### config.mk
export PLATFORM = sky130hd
export DESIGN_NAME = h264_fwd_tq
export DESIGN_NICKNAME = d
export VERILOG_FILES = /design/src/rtl/h264_fwd_tq.sv
export SDC_FILE = /design/constraint.sdc
export NUM_CORES = 2
export LEC_CHECK = 0
export ABC_AREA = 1
export CAP_MARGIN = 30
export CORE_ASPECT_RATIO = 1.5
export CORE_UTILIZATION = 56
export DETAILED_ROUTE_END_ITERATION = 16
export MAX_ROUTING_LAYER = met4
export PLACE_DENSITY = 0.83
export SLEW_MARGIN = 20
export SYNTH_ARGS = -nofsm -noshare
export SYNTH_HDL_FRONTEND = slang
export SYNTH_SLANG_ARGS = --single-unit
### constraint.sdc
create_clock -name clk -period 11.2 [get_ports clk]
set_input_delay 2.24 -clock clk [delete_from_list [all_inputs] [get_ports clk]]
set_output_delay 2.24 -clock clk [all_outputs]
set_load 0.05 [all_outputs]
### src/rtl/h264_fwd_tq.sv
// H.264 forward 4x4 integer transform and quantizer.
// One residual block in flight: ROW pass, COL pass, QUANT pass (4 cycles each), then OUT.
module h264_fwd_tq (
    input  logic                         clk,
    input  logic                         rst,
    input  logic                         res_valid_i,
    input  logic signed [0:3][0:3][8:0]  res_i,
    input  logic [3:0]                   blk_idx_i,
    input  logic [5:0]                   qp_i,
    output logic                         res_ready_o,
    output logic                         coef_valid_o,
    output logic signed [0:3][0:3][15:0] coef_o,
    output logic [3:0]                   coef_blk_idx_o,
    output logic [4:0]                   coef_nz_o,
    input  logic                         coef_ready_i
);
    typedef enum logic [2:0] {IDLE, ROW, COL, QUANT, OUT} state_t;

    state_t             state, state_nxt;
    logic [1:0]         cnt;
    logic [5:0]         qp_rem;
    logic [3:0]         qp_div;
    logic               accept;

    logic signed [15:0] x [4][4];
    logic signed [15:0] t [4][4];
    logic signed [15:0] w [4][4];
    logic signed [15:0] row_t [4];
    logic signed [15:0] col_w [4];
    logic [15:0]        abs_w [4];
    logic [15:0]        mag [4];
    logic signed [15:0] z [4];
    logic [2:0]         nz_row;

    assign accept = res_valid_i && res_ready_o;

    // One output of the 1-D core transform: result j of C applied to (a0..a3).
    function automatic logic signed [15:0] dct(input logic signed [15:0] a0, a1, a2, a3,
                                               input int unsigned j);
        case (j)
            0:       dct = a0 + a1 + a2 + a3;
            1:       dct = (a0 <<< 1) + a1 - a2 - (a3 <<< 1);
            2:       dct = a0 - a1 - a2 + a3;
            default: dct = a0 - (a1 <<< 1) + (a2 <<< 1) - a3;
        endcase
    endfunction

    // cls: {row odd, col odd}; 00 -> a, 11 -> b, otherwise c.
    function automatic logic [13:0] mf_sel(input logic [2:0] m, input logic [1:0] cls);
        logic [13:0] a, b, c;
        case (m)
            3'd0:    begin a = 14'd13107; b = 14'd5243; c = 14'd8066; end
            3'd1:    begin a = 14'd11916; b = 14'd4660; c = 14'd7490; end
            3'd2:    begin a = 14'd10082; b = 14'd4194; c = 14'd6554; end
            3'd3:    begin a = 14'd9362;  b = 14'd3647; c = 14'd5825; end
            3'd4:    begin a = 14'd8192;  b = 14'd3355; c = 14'd5243; end
            default: begin a = 14'd7282;  b = 14'd2893; c = 14'd4559; end
        endcase
        case (cls)
            2'b00:   mf_sel = a;
            2'b11:   mf_sel = b;
            default: mf_sel = c;
        endcase
    endfunction

    // Rounding offset floor(2^(15+d)/3).
    function automatic logic [21:0] f_sel(input logic [3:0] d);
        case (d)
            4'd1:    f_sel = 22'd21845;
            4'd2:    f_sel = 22'd43690;
            4'd3:    f_sel = 22'd87381;
            4'd4:    f_sel = 22'd174762;
            4'd5:    f_sel = 22'd349525;
            4'd6:    f_sel = 22'd699050;
            4'd7:    f_sel = 22'd1398101;
            4'd8:    f_sel = 22'd2796202;
            default: f_sel = 22'd10922;
        endcase
    endfunction

    always_comb begin
        state_nxt = state;
        case (state)
            IDLE:    if (accept) state_nxt = ROW;
            ROW:     if (cnt == 2'd3) state_nxt = COL;
            COL:     if (cnt == 2'd3) state_nxt = QUANT;
            QUANT:   if (cnt == 2'd3) state_nxt = OUT;
            OUT:     if (coef_ready_i) state_nxt = IDLE;
            default: state_nxt = IDLE;
        endcase
    end

    always_ff @(posedge clk or negedge rst) begin
        if (!rst) state <= IDLE;
        else      state <= state_nxt;
    end

    always_comb begin
        for (int unsigned j = 0; j < 4; j++) begin
            row_t[j] = dct(x[cnt][0], x[cnt][1], x[cnt][2], x[cnt][3], j);
            col_w[j] = dct(t[0][cnt], t[1][cnt], t[2][cnt], t[3][cnt], j);
        end
    end

    always_comb begin
        nz_row = '0;
        for (int unsigned j = 0; j < 4; j++) begin
            abs_w[j] = w[cnt][j][15] ? 16'(-w[cnt][j]) : 16'(w[cnt][j]);
            mag[j]   = 16'((32'(abs_w[j]) * 32'(mf_sel(qp_rem[2:0], {cnt[0], j[0]}))
                           + 32'(f_sel(qp_div))) >> (5'd15 + 5'(qp_div)));
            z[j]     = w[cnt][j][15] ? -$signed(mag[j]) : $signed(mag[j]);
            nz_row   = nz_row + 3'(mag[j] != '0);
        end
    end

    always_ff @(posedge clk) begin
        if (state == IDLE && accept) begin
            for (int unsigned r = 0; r < 4; r++)
                for (int unsigned c = 0; c < 4; c++)
                    x[r][c] <= 16'($signed(res_i[r][c]));
        end
        if (state == ROW)
            for (int unsigned j = 0; j < 4; j++) t[cnt][j] <= row_t[j];
        if (state == COL)
            for (int unsigned i = 0; i < 4; i++) w[i][cnt] <= col_w[i];
    end

    // qp/6 and qp%6 by repeated subtraction over the 8 ROW+COL cycles (51 needs 8 steps).
    always_ff @(posedge clk or negedge rst) begin
        if (!rst) begin
            cnt            <= '0;
            qp_rem         <= '0;
            qp_div         <= '0;
            res_ready_o    <= 1'b0;
            coef_valid_o   <= 1'b0;
            coef_o         <= '0;
            coef_blk_idx_o <= '0;
            coef_nz_o      <= '0;
        end else begin
            res_ready_o  <= (state_nxt == IDLE);
            coef_valid_o <= (state_nxt == OUT);
            if (state == ROW || state == COL || state == QUANT) cnt <= cnt + 2'd1;
            else                                                cnt <= '0;
            if (state == IDLE && accept) begin
                qp_rem         <= (qp_i > 6'd51) ? 6'd51 : qp_i;
                qp_div         <= '0;
                coef_blk_idx_o <= blk_idx_i;
                coef_nz_o      <= '0;
            end
            if ((state == ROW || state == COL) && qp_rem >= 6'd6) begin
                qp_rem <= qp_rem - 6'd6;
                qp_div <= qp_div + 4'd1;
            end
            if (state == QUANT) begin
                for (int unsigned j = 0; j < 4; j++) coef_o[cnt][j] <= z[j];
                coef_nz_o <= coef_nz_o + {2'b00, nz_row};
            end
        end
    end
endmodule

==> flow_summary.html <==
<table>
<tr><th>Metric</th><th>Value</th></tr>
<tr><th colspan="2">Status</th></tr>
<tr><td>Status</td><td>finished clean</td></tr>
<tr><th colspan="2">Placement</th></tr>
<tr><td>Count of input and output buffers</td><td>about 420</td></tr>
<tr><td>Last weighted congestion value of the routability-driven placer</td><td>around 1.0</td></tr>
<tr><td>Post-DP HPWL</td><td>211000 um</td></tr>
<tr><th colspan="2">Global routing</th></tr>
<tr><td>Total routing resource utilization after global routing</td><td>0.379</td></tr>
<tr><td>Vias in the first global route</td><td>~74k</td></tr>
<tr><td>Largest net degree at the start of global routing</td><td>between 150 and 200</td></tr>
<tr><td>Initial antenna violation count</td><td>5</td></tr>
<tr><td>GRT overflow</td><td>0</td></tr>
<tr><td>Wire length of the first global-routing pass</td><td>roughly 400000 um</td></tr>
<tr><th colspan="2">Clocking</th></tr>
<tr><td>Maximum number of buffers from clock root to sink</td><td>3</td></tr>
<tr><td>Clock-pin slew reported for the worst setup and hold paths after clock tree synthesis</td><td>~70 ps</td></tr>
<tr><td>Number of hold buffers added after CTS</td><td>0</td></tr>
<tr><td>H-tree depth reported by CTS</td><td>3</td></tr>
<tr><td>Clock tree from TritonCTS</td><td>done</td></tr>
<tr><td>Root buffer selected by CTS</td><td>clkbuf_16</td></tr>
<tr><td>Clock tree sinks</td><td>938</td></tr>
<tr><td>Clock latency on the worst-skew pair</td><td>760 ps</td></tr>
<tr><td>CTS buffer count</td><td>87</td></tr>
<tr><th colspan="2">STA</th></tr>
<tr><td>Final count of hold timing violations</td><td>0</td></tr>
<tr><td>Sum Neg Setup Slack</td><td>0 ps</td></tr>
<tr><td>Post-route worst hold slack</td><td>approximately 480 ps</td></tr>
<tr><td>Max-slew violation count</td><td>0</td></tr>
<tr><td>Highest achievable clock rate</td><td>a little over 90 MHz</td></tr>
<tr><td>Min cycle time layout</td><td>between 10000 and 15000 ps</td></tr>
<tr><td>Worst max-slew margin expressed relative to the limit</td><td>0.167</td></tr>
<tr><td>Worst Skew</td><td>about 45 ps</td></tr>
<tr><td>Final Setup Violations</td><td>0</td></tr>
<tr><td>Post-route clock period utilization</td><td>0.966</td></tr>
<tr><td>Slew of the pin with the lowest slew margin</td><td>approximately 1200 ps</td></tr>
<tr><th colspan="2">Logic synthesis</th></tr>
<tr><td>Proportion of synthesized chip area in sequential cells</td><td>0.327</td></tr>
<tr><td>Top flip-flop cell by instance count after synthesis</td><td>edfxtp_1</td></tr>
<tr><td>Synth cell types</td><td>71</td></tr>
<tr><td>Number of cells produced by synthesis</td><td>roughly 9.1k</td></tr>
<tr><td>Post-synth ARST share</td><td>0.301</td></tr>
<tr><td>Number of enable flip-flop cells after synthesis</td><td>about 660</td></tr>
<tr><td>FF+latch count, synth</td><td>938</td></tr>
<tr><td>Largest area contributor in the netlist</td><td>edfxtp_1</td></tr>
<tr><td>Avg Inst Size Synth</td><td>8.95 um^2</td></tr>
<tr><td>Post-Synthesis Net Count</td><td>between 10k and 15k</td></tr>
<tr><td>Summed instance area of the synthesized netlist</td><td>around 82000 um^2</td></tr>
<tr><td>Number of warnings issued by yosys</td><td>0</td></tr>
<tr><td>Top cells by instance count after synthesis</td><td>nand2_1 (2230), inv_1 (1401), fa_1 (914)</td></tr>
<tr><td>Most frequent cell after synthesis</td><td>nand2_1</td></tr>
<tr><td>Synth area leaders</td><td>edfxtp_1 (24%), fa_1 (22%), nand2_1 (10%), dfrtp_1 (8.6%), ha_1 (8.0%)</td></tr>
<tr><td>Area share of the largest cell type after synthesis</td><td>0.241</td></tr>
<tr><th colspan="2">Flow run</th></tr>
<tr><td>Max-capacitance violation count</td><td>0</td></tr>
<tr><th colspan="2">Setup path</th></tr>
<tr><td>Cell type with the highest occurrence count on the critical path</td><td>nand2_1</td></tr>
<tr><td>Type of element capturing the critical path</td><td>flip-flop</td></tr>
<tr><td>Kind of start point of the critical path</td><td>flip-flop</td></tr>
<tr><td>R2R depth</td><td>53</td></tr>
<tr><td>Slowest CP cell</td><td>fa_1</td></tr>
<tr><td>Logic depth of the worst path, buffers included</td><td>between 50 and 60</td></tr>
<tr><td>Arrival time worst endpoint</td><td>around 11000 ps</td></tr>
<tr><td>Number of buffer and inverter instances along the worst setup path</td><td>16</td></tr>
<tr><td>Critical path class</td><td>reg2reg</td></tr>
<tr><td>Crit path largest cell delay</td><td>530 ps</td></tr>
<tr><td>Family with the most delay on the worst path</td><td>adder cells</td></tr>
<tr><td>Required time of the critical path</td><td>11820 ps</td></tr>
<tr><td>Top fanout value on the critical path</td><td>24</td></tr>
<tr><th colspan="2">Routing</th></tr>
<tr><td>Overall routed net length</td><td>about 270000 um</td></tr>
<tr><td>Number of detailed-routing iterations run before antenna repair</td><td>9</td></tr>
<tr><td>Post-route DRC violation count</td><td>0</td></tr>
<tr><td>Routed via count</td><td>69.9k</td></tr>
<tr><td>Starting DRT DRC Count</td><td>roughly 6.3k</td></tr>
<tr><td>Remaining antenna violation count after routing</td><td>0</td></tr>
<tr><td>Avg WL per Cell</td><td>between 20 and 25 um</td></tr>
<tr><td>Detailed-route vias per instance</td><td>5.83</td></tr>
<tr><th colspan="2">Floorplan</th></tr>
<tr><td>Horiz. Die Dim</td><td>~310 um</td></tr>
<tr><td>Row Count</td><td>about 170</td></tr>
<tr><td>Die outline area</td><td>148000 um^2</td></tr>
<tr><td>I/O pin total</td><td>425</td></tr>
<tr><td>Area of the core region</td><td>~140000 um^2</td></tr>
<tr><td>Die Span Y</td><td>approximately 470 um</td></tr>
<tr><td>Starting density of the core</td><td>0.565</td></tr>
<tr><th colspan="2">Layout</th></tr>
<tr><td>Share of post-route cells with drive strength above 1</td><td>0.123</td></tr>
<tr><td>Net count of the finished layout</td><td>about 12k</td></tr>
<tr><td>Multi-input logic area</td><td>between 40000 and 50000 um^2</td></tr>
<tr><td>Total of fill cells in the finished design</td><td>about 11k</td></tr>
<tr><td>Synthesis-to-finish area growth</td><td>18.0%</td></tr>
<tr><td>Sequential cell area</td><td>between 20000 and 30000 um^2</td></tr>
<tr><th colspan="2">Worst hold path</th></tr>
<tr><td>Hold Crit Class</td><td>reg2reg</td></tr>
<tr><td>Number of cells on the worst hold path</td><td>2</td></tr>
</table>
routing by layer:
metal / up-vias / GRT usage / wire [um]
met5: - / - / 0
met4: 0 / 0.302 / 26600
met3: 1315 / 0.0641 / 21100
met2: 3755 / 0.642 / 135000
met1: 33962 / 0.386 / 87800
li1: 30908 / - / -
sequential cells by signal, indices dropped and copies added (netlist names):
name            cells
coef_nz_o           5
x                 144
qp_rem              6
coef_valid_o        1
w                 256
res_ready_o         1
state               3
cnt                 2
coef_blk_idx_o      4
coef_o            256
qp_div              4
t                 256
layout by cell type (no fill, tap or decap), types with 23 or more instances in the layout:
cell type and instances:
xor2_1 90, nand4_1 32, a31oi_1 25, nand3_1 574
clkbuf_16 90, nand2_1 2206, a21oi_1 288, o21bai_1 38
a32oi_1 102, a21oi_2 25, nand3_2 45, ha_1 505
o21ai_1 65, o21ai_0 243, nand2_2 75, nor2_2 52
nor2_4 23, nor3_1 25, fa_1 903, a21o_1 25
edfxtp_1 656, dfrtp_1 278, o22ai_1 37, nor2_1 758
clkinv_1 27, xnor2_1 34, inv_2 37, buf_4 635
or2_2 40, clkdlybuf4s50_1 423, inv_1 1384, nand3b_1 33
tightest hold or removal path, stage by stage (launching register included):
cell and delay, ps:
dfrtp_1 340, nand2_1 50, nand2_1 50
cells by family after synthesis:
kind of cell             after synthesis  synth area share
AO/OA/AOI/OAI                        943            0.0691
multiplexers                          12           0.00147
flip-flops                           938             0.327
buffers and inverters               1755            0.0840
adder cells (fa/ha/maj)             1439             0.304
XOR/XNOR                             131            0.0144
AND/OR/NAND/NOR                     3927             0.200
worst paths after layout:
check / start / endpoint / slack (ps)
max: cnt[0] / coef_nz_o[4] / 380
min reg2reg: coef_o[189] / coef_o[189] / 480
max in group asynchronous: rst / coef_o[20] / 7610
max reg2reg: cnt[0] / coef_nz_o[4] / 380
min in group asynchronous: rst / coef_o[119] / 1540
min: coef_o[189] / coef_o[189] / 480
timing repair:
| item | in CTS | in global routing |
|---|---|---|
| gates cloned | 0 | 2 |
| setup buffers | 0 | 22 |
| endpoints found under the setup margin | 5 | 5 |
| pin swaps | 0 | 70 |
| resized for setup | 10 | 280 |
through the flow:
stage / cell area, um^2 / worst slack [ps] / utilization / cells
after floorplan: 81800 / 910 / - / 9145
after global placement: 92200 / -58.3 / 0.637 / 11812
after detailed placement: 92200 / -302 / 0.637 / 11812
after CTS: 95200 / 37.0 / 0.657 / 11967
after global routing: 96500 / -203 / 0.666 / 11998
final: 96500 / 381 / 0.666 / 11998
final cells by class:
| class | count | area share |
|---|---|---|
| multi-input cells | 6452 | 0.511 |
| repair buffers | 1097 | 0.100 |
| diodes | 4 | 0.000104 |
| well taps | 1903 | 0.0247 |
| inverters | 1449 | 0.0566 |
| clock buffers | 111 | 0.0247 |
| clock inverters | 44 | 0.00577 |
| flip-flops and latches | 938 | 0.277 |
Power is left out: the tool's default activity adds up to more than one toggle a clock period on the data nets, which glitch-free logic cannot reach.
